--- src/rtl/sha1_pkg.sv ---
// sha1_pkg: shared constants, FSM state and buffer write-select encodings for the SHA-1 message sequencer.
package sha1_pkg;
    localparam int WORD_W    = 32;
    localparam int BLK_W     = 512;
    localparam int HASH_W    = 160;
    localparam int BLK_WORDS = 16;
    localparam logic [HASH_W-1:0] SHA1_IV = 160'h67452301_efcdab89_98badcfe_10325476_c3d2e1f0;

    typedef enum logic [2:0] {IDLE, FILL, PAD, LEN, ISSUE, WAIT, FIN} state_e;
    typedef enum logic [2:0] {WR_DATA, WR_MERGE, WR_PAD80, WR_ZERO, WR_LEN_HI, WR_LEN_LO} wr_sel_e;

    // Keeps the first n bytes and appends the 0x80 marker; n=4 returns the word untouched.
    function automatic logic [WORD_W-1:0] pad_merge(input logic [WORD_W-1:0] data, input logic [2:0] n);
        logic [5:0] sh;
        sh = {n, 3'b000};
        return (data & ~(32'hffff_ffff >> sh)) | (32'h8000_0000 >> sh);
    endfunction
endpackage

--- src/rtl/sha1_block_buffer.sv ---
// sha1_block_buffer: 16x32 block buffer with pad-byte merge, zero/length word insertion and whole-block length load.
module sha1_block_buffer
    import sha1_pkg::*;
(
    input  logic               clk,
    input  logic               rst,
    input  logic               wr_en,
    input  logic [3:0]         wr_idx,
    input  wr_sel_e            wr_sel,
    input  logic [WORD_W-1:0]  wr_data,
    input  logic [2:0]         wr_nbytes,
    input  logic               len_ld,
    input  logic [63:0]        len,
    output logic [BLK_W-1:0]   blk
);
    // Word 0 lives in the top slice so the packed array is already the block layout.
    logic [BLK_WORDS-1:0][WORD_W-1:0] mem_q, mem_d;
    logic [WORD_W-1:0] word;

    always_comb begin
        case (wr_sel)
            WR_DATA:   word = wr_data;
            WR_MERGE:  word = pad_merge(wr_data, wr_nbytes);
            WR_PAD80:  word = 32'h8000_0000;
            WR_LEN_HI: word = len[63:32];
            WR_LEN_LO: word = len[31:0];
            default:   word = '0;
        endcase
        mem_d = mem_q;
        if (len_ld)
            mem_d = {448'h0, len};
        else if (wr_en)
            mem_d[4'd15 - wr_idx] = word;
    end

    always_ff @(posedge clk or posedge rst) begin
        if (rst)
            mem_q <= '0;
        else
            mem_q <= mem_d;
    end

    assign blk = mem_q;
endmodule

--- src/rtl/sha1_msg_sequencer.sv ---
// sha1_msg_sequencer: pads a 32-bit word message stream into SHA-1 blocks, sequences the
// compression core one block at a time, chains H0..H4 and presents the final digest.
module sha1_msg_sequencer
    import sha1_pkg::*;
#(
    parameter int                LEN_W = 64,
    parameter logic [HASH_W-1:0] IV    = SHA1_IV
)(
    input  logic               clk,
    input  logic               rst,
    input  logic               in_valid,
    output logic               in_ready,
    input  logic [WORD_W-1:0]  in_data,
    input  logic               in_last,
    input  logic [2:0]         in_nbytes,
    output logic               blk_start,
    output logic [BLK_W-1:0]   blk,
    output logic [HASH_W-1:0]  h_in,
    input  logic               core_done,
    input  logic [HASH_W-1:0]  h_out,
    output logic [HASH_W-1:0]  digest,
    output logic               digest_valid,
    output logic               busy
);
    state_e state_q, state_d, next_q, next_d;
    logic [3:0] wi_q, wi_d;
    logic [LEN_W-1:0] length_q, length_d;
    logic pend_q, pend_d, fit_q, fit_d;
    logic in_ready_q, in_ready_d, blk_start_q, blk_start_d;
    logic digest_valid_q, digest_valid_d, busy_q, busy_d;
    logic [HASH_W-1:0] h_in_q, h_in_d, digest_q, digest_d;
    logic xfer, wr_en, len_ld;
    wr_sel_e wr_sel;
    logic [2:0] nb;
    logic [63:0] len64;

    assign xfer  = in_valid & in_ready_q;
    assign nb    = (in_nbytes > 3'd4 || (!in_last && in_nbytes == 3'd0)) ? 3'd4 : in_nbytes;
    assign len64 = 64'(length_q);

    // pend: the 0x80000000 word is still owed at wi; fit: the length words go in this block.
    always_comb begin
        state_d        = state_q;
        next_d         = next_q;
        wi_d           = wi_q;
        length_d       = length_q;
        pend_d         = pend_q;
        fit_d          = fit_q;
        h_in_d         = h_in_q;
        digest_d       = digest_q;
        busy_d         = busy_q;
        digest_valid_d = 1'b0;
        wr_en          = 1'b0;
        wr_sel         = WR_DATA;
        len_ld         = 1'b0;
        case (state_q)
            IDLE, FILL: if (xfer) begin
                wr_en    = 1'b1;
                wr_sel   = in_last ? WR_MERGE : WR_DATA;
                wi_d     = wi_q + 4'd1;
                length_d = (state_q == IDLE ? '0 : length_q) + LEN_W'({nb, 3'b000});
                state_d  = FILL;
                if (state_q == IDLE) begin
                    h_in_d = IV;
                    busy_d = 1'b1;
                end
                if (!in_last) begin
                    if (wi_q == 4'd15) begin
                        state_d = ISSUE;
                        next_d  = FILL;
                    end
                end else if (nb == 3'd4) begin
                    pend_d  = 1'b1;
                    state_d = wi_q == 4'd15 ? ISSUE : PAD;
                    next_d  = PAD;
                end else begin
                    pend_d  = 1'b0;
                    fit_d   = wi_q <= 4'd13;
                    state_d = wi_q == 4'd15 ? ISSUE : PAD;
                    next_d  = LEN;
                end
            end
            PAD: begin
                wr_en  = 1'b1;
                wr_sel = pend_q ? WR_PAD80 : !fit_q ? WR_ZERO :
                         wi_q == 4'd14 ? WR_LEN_HI : wi_q == 4'd15 ? WR_LEN_LO : WR_ZERO;
                pend_d = 1'b0;
                fit_d  = pend_q ? wi_q <= 4'd13 : fit_q;
                wi_d   = wi_q + 4'd1;
                if (wi_q == 4'd15) begin
                    state_d = ISSUE;
                    next_d  = (!pend_q && fit_q) ? FIN : LEN;
                end
            end
            LEN: begin
                len_ld  = 1'b1;
                state_d = ISSUE;
                next_d  = FIN;
            end
            ISSUE: state_d = WAIT;
            WAIT: if (core_done) begin
                h_in_d  = h_out;
                wi_d    = '0;
                state_d = next_q;
            end
            FIN: begin
                digest_d       = h_in_q;
                digest_valid_d = 1'b1;
                busy_d         = 1'b0;
                state_d        = IDLE;
            end
            default: state_d = IDLE;
        endcase
        in_ready_d  = state_d == IDLE || state_d == FILL;
        blk_start_d = state_d == ISSUE;
    end

    always_ff @(posedge clk or posedge rst) begin
        if (rst) begin
            state_q        <= IDLE;
            next_q         <= IDLE;
            wi_q           <= '0;
            length_q       <= '0;
            pend_q         <= 1'b0;
            fit_q          <= 1'b0;
            h_in_q         <= IV;
            digest_q       <= '0;
            in_ready_q     <= 1'b0;
            blk_start_q    <= 1'b0;
            digest_valid_q <= 1'b0;
            busy_q         <= 1'b0;
        end else begin
            state_q        <= state_d;
            next_q         <= next_d;
            wi_q           <= wi_d;
            length_q       <= length_d;
            pend_q         <= pend_d;
            fit_q          <= fit_d;
            h_in_q         <= h_in_d;
            digest_q       <= digest_d;
            in_ready_q     <= in_ready_d;
            blk_start_q    <= blk_start_d;
            digest_valid_q <= digest_valid_d;
            busy_q         <= busy_d;
        end
    end

    sha1_block_buffer u_buf (
        .clk       (clk),
        .rst       (rst),
        .wr_en     (wr_en),
        .wr_idx    (wi_q),
        .wr_sel    (wr_sel),
        .wr_data   (in_data),
        .wr_nbytes (nb),
        .len_ld    (len_ld),
        .len       (len64),
        .blk       (blk)
    );

    assign in_ready     = in_ready_q;
    assign blk_start    = blk_start_q;
    assign h_in         = h_in_q;
    assign digest       = digest_q;
    assign digest_valid = digest_valid_q;
    assign busy         = busy_q;
endmodule

--- config.mk ---
export PLATFORM = sky130hd
export DESIGN_NAME = sha1_msg_sequencer
export DESIGN_NICKNAME = d
export VERILOG_FILES = /design/src/rtl/sha1_pkg.sv /design/src/rtl/sha1_block_buffer.sv /design/src/rtl/sha1_msg_sequencer.sv
export SDC_FILE = /design/constraint.sdc
export NUM_CORES = 2
export LEC_CHECK = 0
export ABC_AREA = 1
export ABC_CLOCK_PERIOD_IN_PS = 70400
export CAP_MARGIN = 20
export CORE_AREA = 2 2 401 403
export DETAILED_ROUTE_END_ITERATION = 8
export DIE_AREA = 0 0 403 405
export HOLD_SLACK_MARGIN = 0.08
export MAX_ROUTING_LAYER = met4
export SLEW_MARGIN = 0
export SYNTH_ARGS = -nofsm -noshare
export SYNTH_HDL_FRONTEND = slang
export SYNTH_SLANG_ARGS = --single-unit
--- constraint.sdc ---
create_clock -name clk -period 70.4 [get_ports clk]
set_clock_uncertainty 0.1 [all_clocks]
set_input_delay 7.04 -clock clk [delete_from_list [all_inputs] [get_ports clk]]
set_output_delay 7.04 -clock clk [all_outputs]
set_load 0.1 [all_outputs]
After elaboration in Yosys (flattened, before gate mapping)
Index checks and enable logic that the tools add are counted.

Bitwise operators: 4. Equality and inequality tests: 23. $add $sub $neg: 3. Muxes and demuxes: 52. Order comparisons: 4. Shift operators: 2. Divide/modulo/power cells: 0. $mul: 0. Reduce and logical (&&, ||, !) cells: 25.

Operators by type and width (number): $mux 512 (2); $bwmux 512 (1); $mux 160 (3); $pmux 160 s2 (1); $pmux 32 s5 (1); $demux 32 s4 (1); $add 64x6->64 (1); $mux 64 (1); $shr 32x6->32 const A (2); $mux 3 (16); $and 32x32->32 (1); $mux 32 (1); $not 32->32 (1); $or 32x32->32 (1); $eq 3x3->1 const B (7); $mux 1 (15); $pmux 3 s5 (1); $ne 2x2->1 const B (7); $logic_not 3->1 (4); $pmux 4 s3 (1); $eq 3x1->1 const B (3); $eq 3x2->1 const B (3); $pmux 3 s3 (1); $reduce_and 3->1 (3); other kinds (21) (35).

Word-level logic and storage cells: 141. ROM bits: 0. Memory bits (writable): 0. Register bits: 912. Bits in latches: 0. Memories: 0.

Logic depth before layout (Yosys ltp)
Depth after elaboration: 12. Mapped depth: 19. Gate-level depth less buffers: 17.

Cells and area by module
From an unflattened synthesis, not the netlist that was laid out.

Cell total of the unflattened synthesis: 4724. Area total of the unflattened synthesis: 39135.0 µm².

By module, submodules not included: sha1_block_buffer (cells an instance 2735, area an instance 21903.5 µm², seq. area each 12812.3 µm², times used 1); sha1_msg_sequencer (cells an instance 1989, area an instance 17231.5 µm², seq. area each 10034.6 µm², times used 1).

Worst setup path after synthesis
No wires, ideal clock.

Path type: in2reg. Start point: input in_last. End point: register length_q[39] (netlist: len64[39]). Stages: 14. Arrival time: 8815 ps. Setup slack: 61366 ps. Buffers on the path: 0. Cell sequence: inv_1 > a21oi_1 > inv_1 > ha_1 > nand2_1 > nand2_1 > nand3_1 > nor2_2 > nand2_1 > nor2_4 > nand3_4 > nor2_2 > xor2_1 > inv_1.

Word-level cells in the longest chain between the ends: 5.

Ends and longest elaborated chain: start: declaration (line sha1_msg_sequencer.sv:14) `input logic in_last,`; $logic_not 1->1; $logic_and 1x1->1 (line sha1_msg_sequencer.sv:38) `assign nb = (in_nbytes > 3'd4 || (!in_last && in_nbytes == 3'd0)) ? 3'd4 : in_nbytes;`; $logic_or 1x1->1 (line sha1_msg_sequencer.sv:38); $mux 3 (line sha1_msg_sequencer.sv:38); $add 64x6->64 (line sha1_msg_sequencer.sv:61) `length_d = (state_q == IDLE ? '0 : length_q) + LEN_W'({nb, 3'b000});`; end signal: assignment (line sha1_msg_sequencer.sv:136) `length_q <= length_d;`; end: declaration (line sha1_msg_sequencer.sv:27) `logic [LEN_W-1:0] length_q, length_d;`.

No other way between the ends. A chain may end at the register's enable or synchronous reset.

Final worst setup path
Start point: input in_valid. End point: register u_buf.mem_q, in the netlist u_buf.blk[13].

Word-level cells in the longest chain between the ends: 8. Elaborated cells on any way between the ends: 15.

Ends and longest elaborated chain: start: declaration (line sha1_msg_sequencer.sv:11) `input logic in_valid,`; $and 1x1->1 * (line sha1_msg_sequencer.sv:37) `assign xfer = in_valid & in_ready_q;`; $mux 1 (line sha1_msg_sequencer.sv:57) `IDLE, FILL: if (xfer) begin`; $pmux 3 s2 (line sha1_msg_sequencer.sv:56) `case (state_q)`; $eq 3x3->1, or another cell as far along (line sha1_block_buffer.sv:21) `case (wr_sel)`; $pmux 32 s5 (line sha1_block_buffer.sv:21); $bwmux 512 (line sha1_block_buffer.sv:33) `mem_d[4'd15 - wr_idx] = word;`; $mux 512 (line sha1_block_buffer.sv:32) `else if (wr_en)`; $mux 512 (line sha1_block_buffer.sv:30) `if (len_ld)`; end signal: assignment (line sha1_block_buffer.sv:40) `mem_q <= mem_d;`; end: declaration (line sha1_block_buffer.sv:17) `logic [BLK_WORDS-1:0][WORD_W-1:0] mem_q, mem_d;`.

Mark *: on every way between the ends. The rest lies on a longest branch, timed or not. The select of a mux whose other input is x is not followed.

==> metrics.yaml <==
status:
  status: "completed"
yosys:
  async_reset_ff_share_pct: 100
  yosys.area_share.simple_pct: 17.7
  syn_inst: 4230
  synth-xor-area-share_pct: 0.850
  synth_area_mm2: 0.0381
  ys_seq_area_share_pct: 59.9
  yosys_warnings: 0
  synth_mux_area_share_pct: 0
  synth_seq_cells: 909
  syn-num-nets: 4438
  synthFlopType: "dfrtp_1"
  synth_top_family_by_area: "simple AND/OR/NAND/NOR gates"
  synth_compound_area_share_pct: 13.0
  syn_avg_cell_area_um2: 9.01
  synth.distinct_cells: 53
  yosys.area_share.adder_pct: 0.282
  synth-edff-count: 0
final_layout:
  drive_above_1_share_pct: 8.89
  fin_util_pct: 34.1
  fillCellCount: 16400
  register_area_mm2: 0.0228
  multi_input_area_mm2: 0.0122
  mostFrequentLayoutCells: "nand2_1 (1,163), clkdlybuf4s50_1 (1,004), dfrtp_1 (829)"
  syn2layout_area_growth_pct: 42.4
  final_area_mm2: 0.0543
  fin_nets: 5408
  final_common_cell: "nand2_1"
critical_path:
  path_delay_family: "simple AND/OR/NAND/NOR gates"
  start_kind: "input port"
  critPathCapture: "u_buf.blk[13]$_DFFE_PP0P_"
  cpPeakStageDelay_ns: 0.88
  worstPathRequired_ns: 70.88
  slowest_stage: "nand2_2"
  crit_type: "in -> reg"
  setup.worst_path.start: "in_valid"
  crit_buf_inv: 3
  r2r_start: "in_ready$_DFF_PP0_"
  path_cells: "clkdlybuf4s50_1 > nand2_1 > nor2_4 > buf_4 > nor2_2 > nand2_1 > nand2_2 > inv_2 > nor2_1 > a21oi_1"
  cp.depth: 10
  arrival_ns: 11.37
  crit_top_cell: "nand2_1"
  cp_max_fo: 33
  reg2reg_depth: 9
  crit_path_end_kind: "register"
  r2r_end: "u_buf.blk[13]$_DFFE_PP0P_"
  rrSetupSlack_ns: 65.82
timing:
  max_clock_freq_ghz: 0.0918
  tns_ns: 0
  timing.final.crit_share_pct: 15.5
  rsz0062_at_grt: "false"
  hold_slack_ns: 0.378
  slew_headroom_pct: 22.4
  worst_pin_slew_ns: 1.16
  setup_violations: 0
  layout_min_cycle_time_ns: 10.89
  drv_slew: 0
  hold_viol: 0
min_path:
  hold_path.class: "reg -> reg"
  min_from: "u_buf.blk[197]$_DFFE_PP0P_"
clock_tree:
  hold_buffers: 0
  htree_levels: 3
  cts_sinks: 909
  cts_root_buf: "clkbuf_16"
  clkLatencyLatePin_ns: 0.72
  cts_tree: "built"
  cts_max_path_buffers: 3
  cts_resized: 0
  clk_pin_slew_worst_paths_ns: 0.06
  cts_buffers: 104
  post_cts_buffers: 0
place:
  place_area_mm2: 0.0506
  hpwlAfterDp_um: 127000
  gp_congestion: 0.923
  portBuffers: 1035
floorplan:
  row_count: 147
  start_util_pct: 23.9
  chipWidth_um: 403
  io_pins: 1036
  core-area_mm2: 0.159
  dieHeight_um: 405
  fp.dieArea_mm2: 0.163
global_route:
  grt_overflow: 0
  grt_max_degree: 170
  antenna_found_initial: 15
  grt_pass1_wl_um: 247000
  grt.total_usage_pct: 21.5
  first_global_vias: 33800
route:
  drtIter0Drc: 2467
  drc: 0
  routed_wl_um: 175000
  drtAntennaViolNets: 0
  vias: 33700
  wire_per_inst_um: 23.7
  drtPass1Iterations: 5
  routed_via_density: 4.57
run:
  cap_violations: 0
[cell usage after synthesis, types with 5 or more instances]
master | n | area share [%]
xor2_1 | 17 | 0.39
inv_2 | 16 | 0.16
nor2_2 | 13 | 0.21
nand4_1 | 19 | 0.31
dfstp_2 | 80 | 5.5
o211ai_4 | 10 | 0.56
o21ai_0 | 419 | 5.5
nand2_2 | 22 | 0.36
nand3_1 | 82 | 1.1
inv_1 | 529 | 5.2
a22o_1 | 120 | 2.8
buf_2 | 40 | 0.53
nand3_2 | 21 | 0.55
o21ai_1 | 45 | 0.59
buf_6 | 6 | 0.18
a21oi_1 | 210 | 2.8
nor3_1 | 17 | 0.22
nor2_1 | 295 | 2.9
ha_1 | 7 | 0.23
nand2_1 | 1164 | 11
o21ai_2 | 5 | 0.11
buf_4 | 28 | 0.55
dfrtp_1 | 829 | 54
buf_1 | 17 | 0.17
o22ai_1 | 23 | 0.38
nor2_4 | 5 | 0.15
clkbuf_1 | 137 | 1.3
xnor2_1 | 20 | 0.46
[worst min-delay path, delay by kind of cell, from the launching register on]
family	cells	cell delay, ns
simple gates	2	0.10
flops	1	0.34
[kinds of logic (layout without fill, tap and decap cells)]
family | Yosys count | count (layout)
AND/OR/NAND/NOR | 1654 | 1654
flip-flops | 909 | 909
XOR/XNOR | 37 | 37
AO/OA/AOI/OAI | 845 | 845
buffers and inverters | 777 | 1832
other | 0 | 8
adder cells (fa/ha/maj) | 8 | 8
[how the worst min path moves through the flow]
| stage | end | slack (ns) | depth (start not counted) |
|---|---|---|---|
| after floorplan | next_q[0]$_DFFE_PP0P_ | 0.38 | 1 |
| after global placement | u_buf.blk[149]$_DFFE_PP0P_ | 0.36 | 2 |
| after detailed placement | u_buf.blk[149]$_DFFE_PP0P_ | 0.36 | 2 |
| after CTS | h_in[33]$_DFFE_PP1P_ | 0.38 | 2 |
| after global routing | u_buf.blk[331]$_DFFE_PP0P_ | 0.39 | 2 |
| final | u_buf.blk[197]$_DFFE_PP0P_ | 0.38 | 2 |
[flip-flops by register name, indices dropped and copies added, names as in the netlist]
name	cells
pend_q	1
digest_valid	1
len64	61
wi_q	4
u_buf.blk	512
digest	160
h_in	160
blk_start	1
next_q	3
state_q	3
fit_q	1
busy	1
in_ready	1
[layer usage]
layer,wire length [µm],share of wire (%),track usage [%],vias up
met2,87100,50,36.3,1504
li1,-,-,-,15300
met1,62600,36,22.9,16500
met5,0,0,-,-
met3,14200,8.1,5.46,359
met4,11000,6.3,12.5,0
[cell type report]
cell class | instances | area share (%)
clock buffers | 150 | 5.61
flip-flops and latches | 909 | 42.1
inverters | 547 | 3.82
diodes | 8 | 0.0369
clock inverters | 41 | 1.05
well taps | 2086 | 4.81
repair buffers | 1094 | 20.0
multi-input cells | 2544 | 22.6
[through the flow]
step / instances / setup slack [ns]
after floorplan: 4230 / 37.84
after global placement: 7174 / 58.94
after detailed placement: 7178 / 58.77
after CTS: 7369 / 59.56
after global routing: 7378 / 59.32
final: 7379 / 59.51
Power is not shown: default switching activity piles up to over one toggle a cycle in this logic, so the estimate is an artifact.
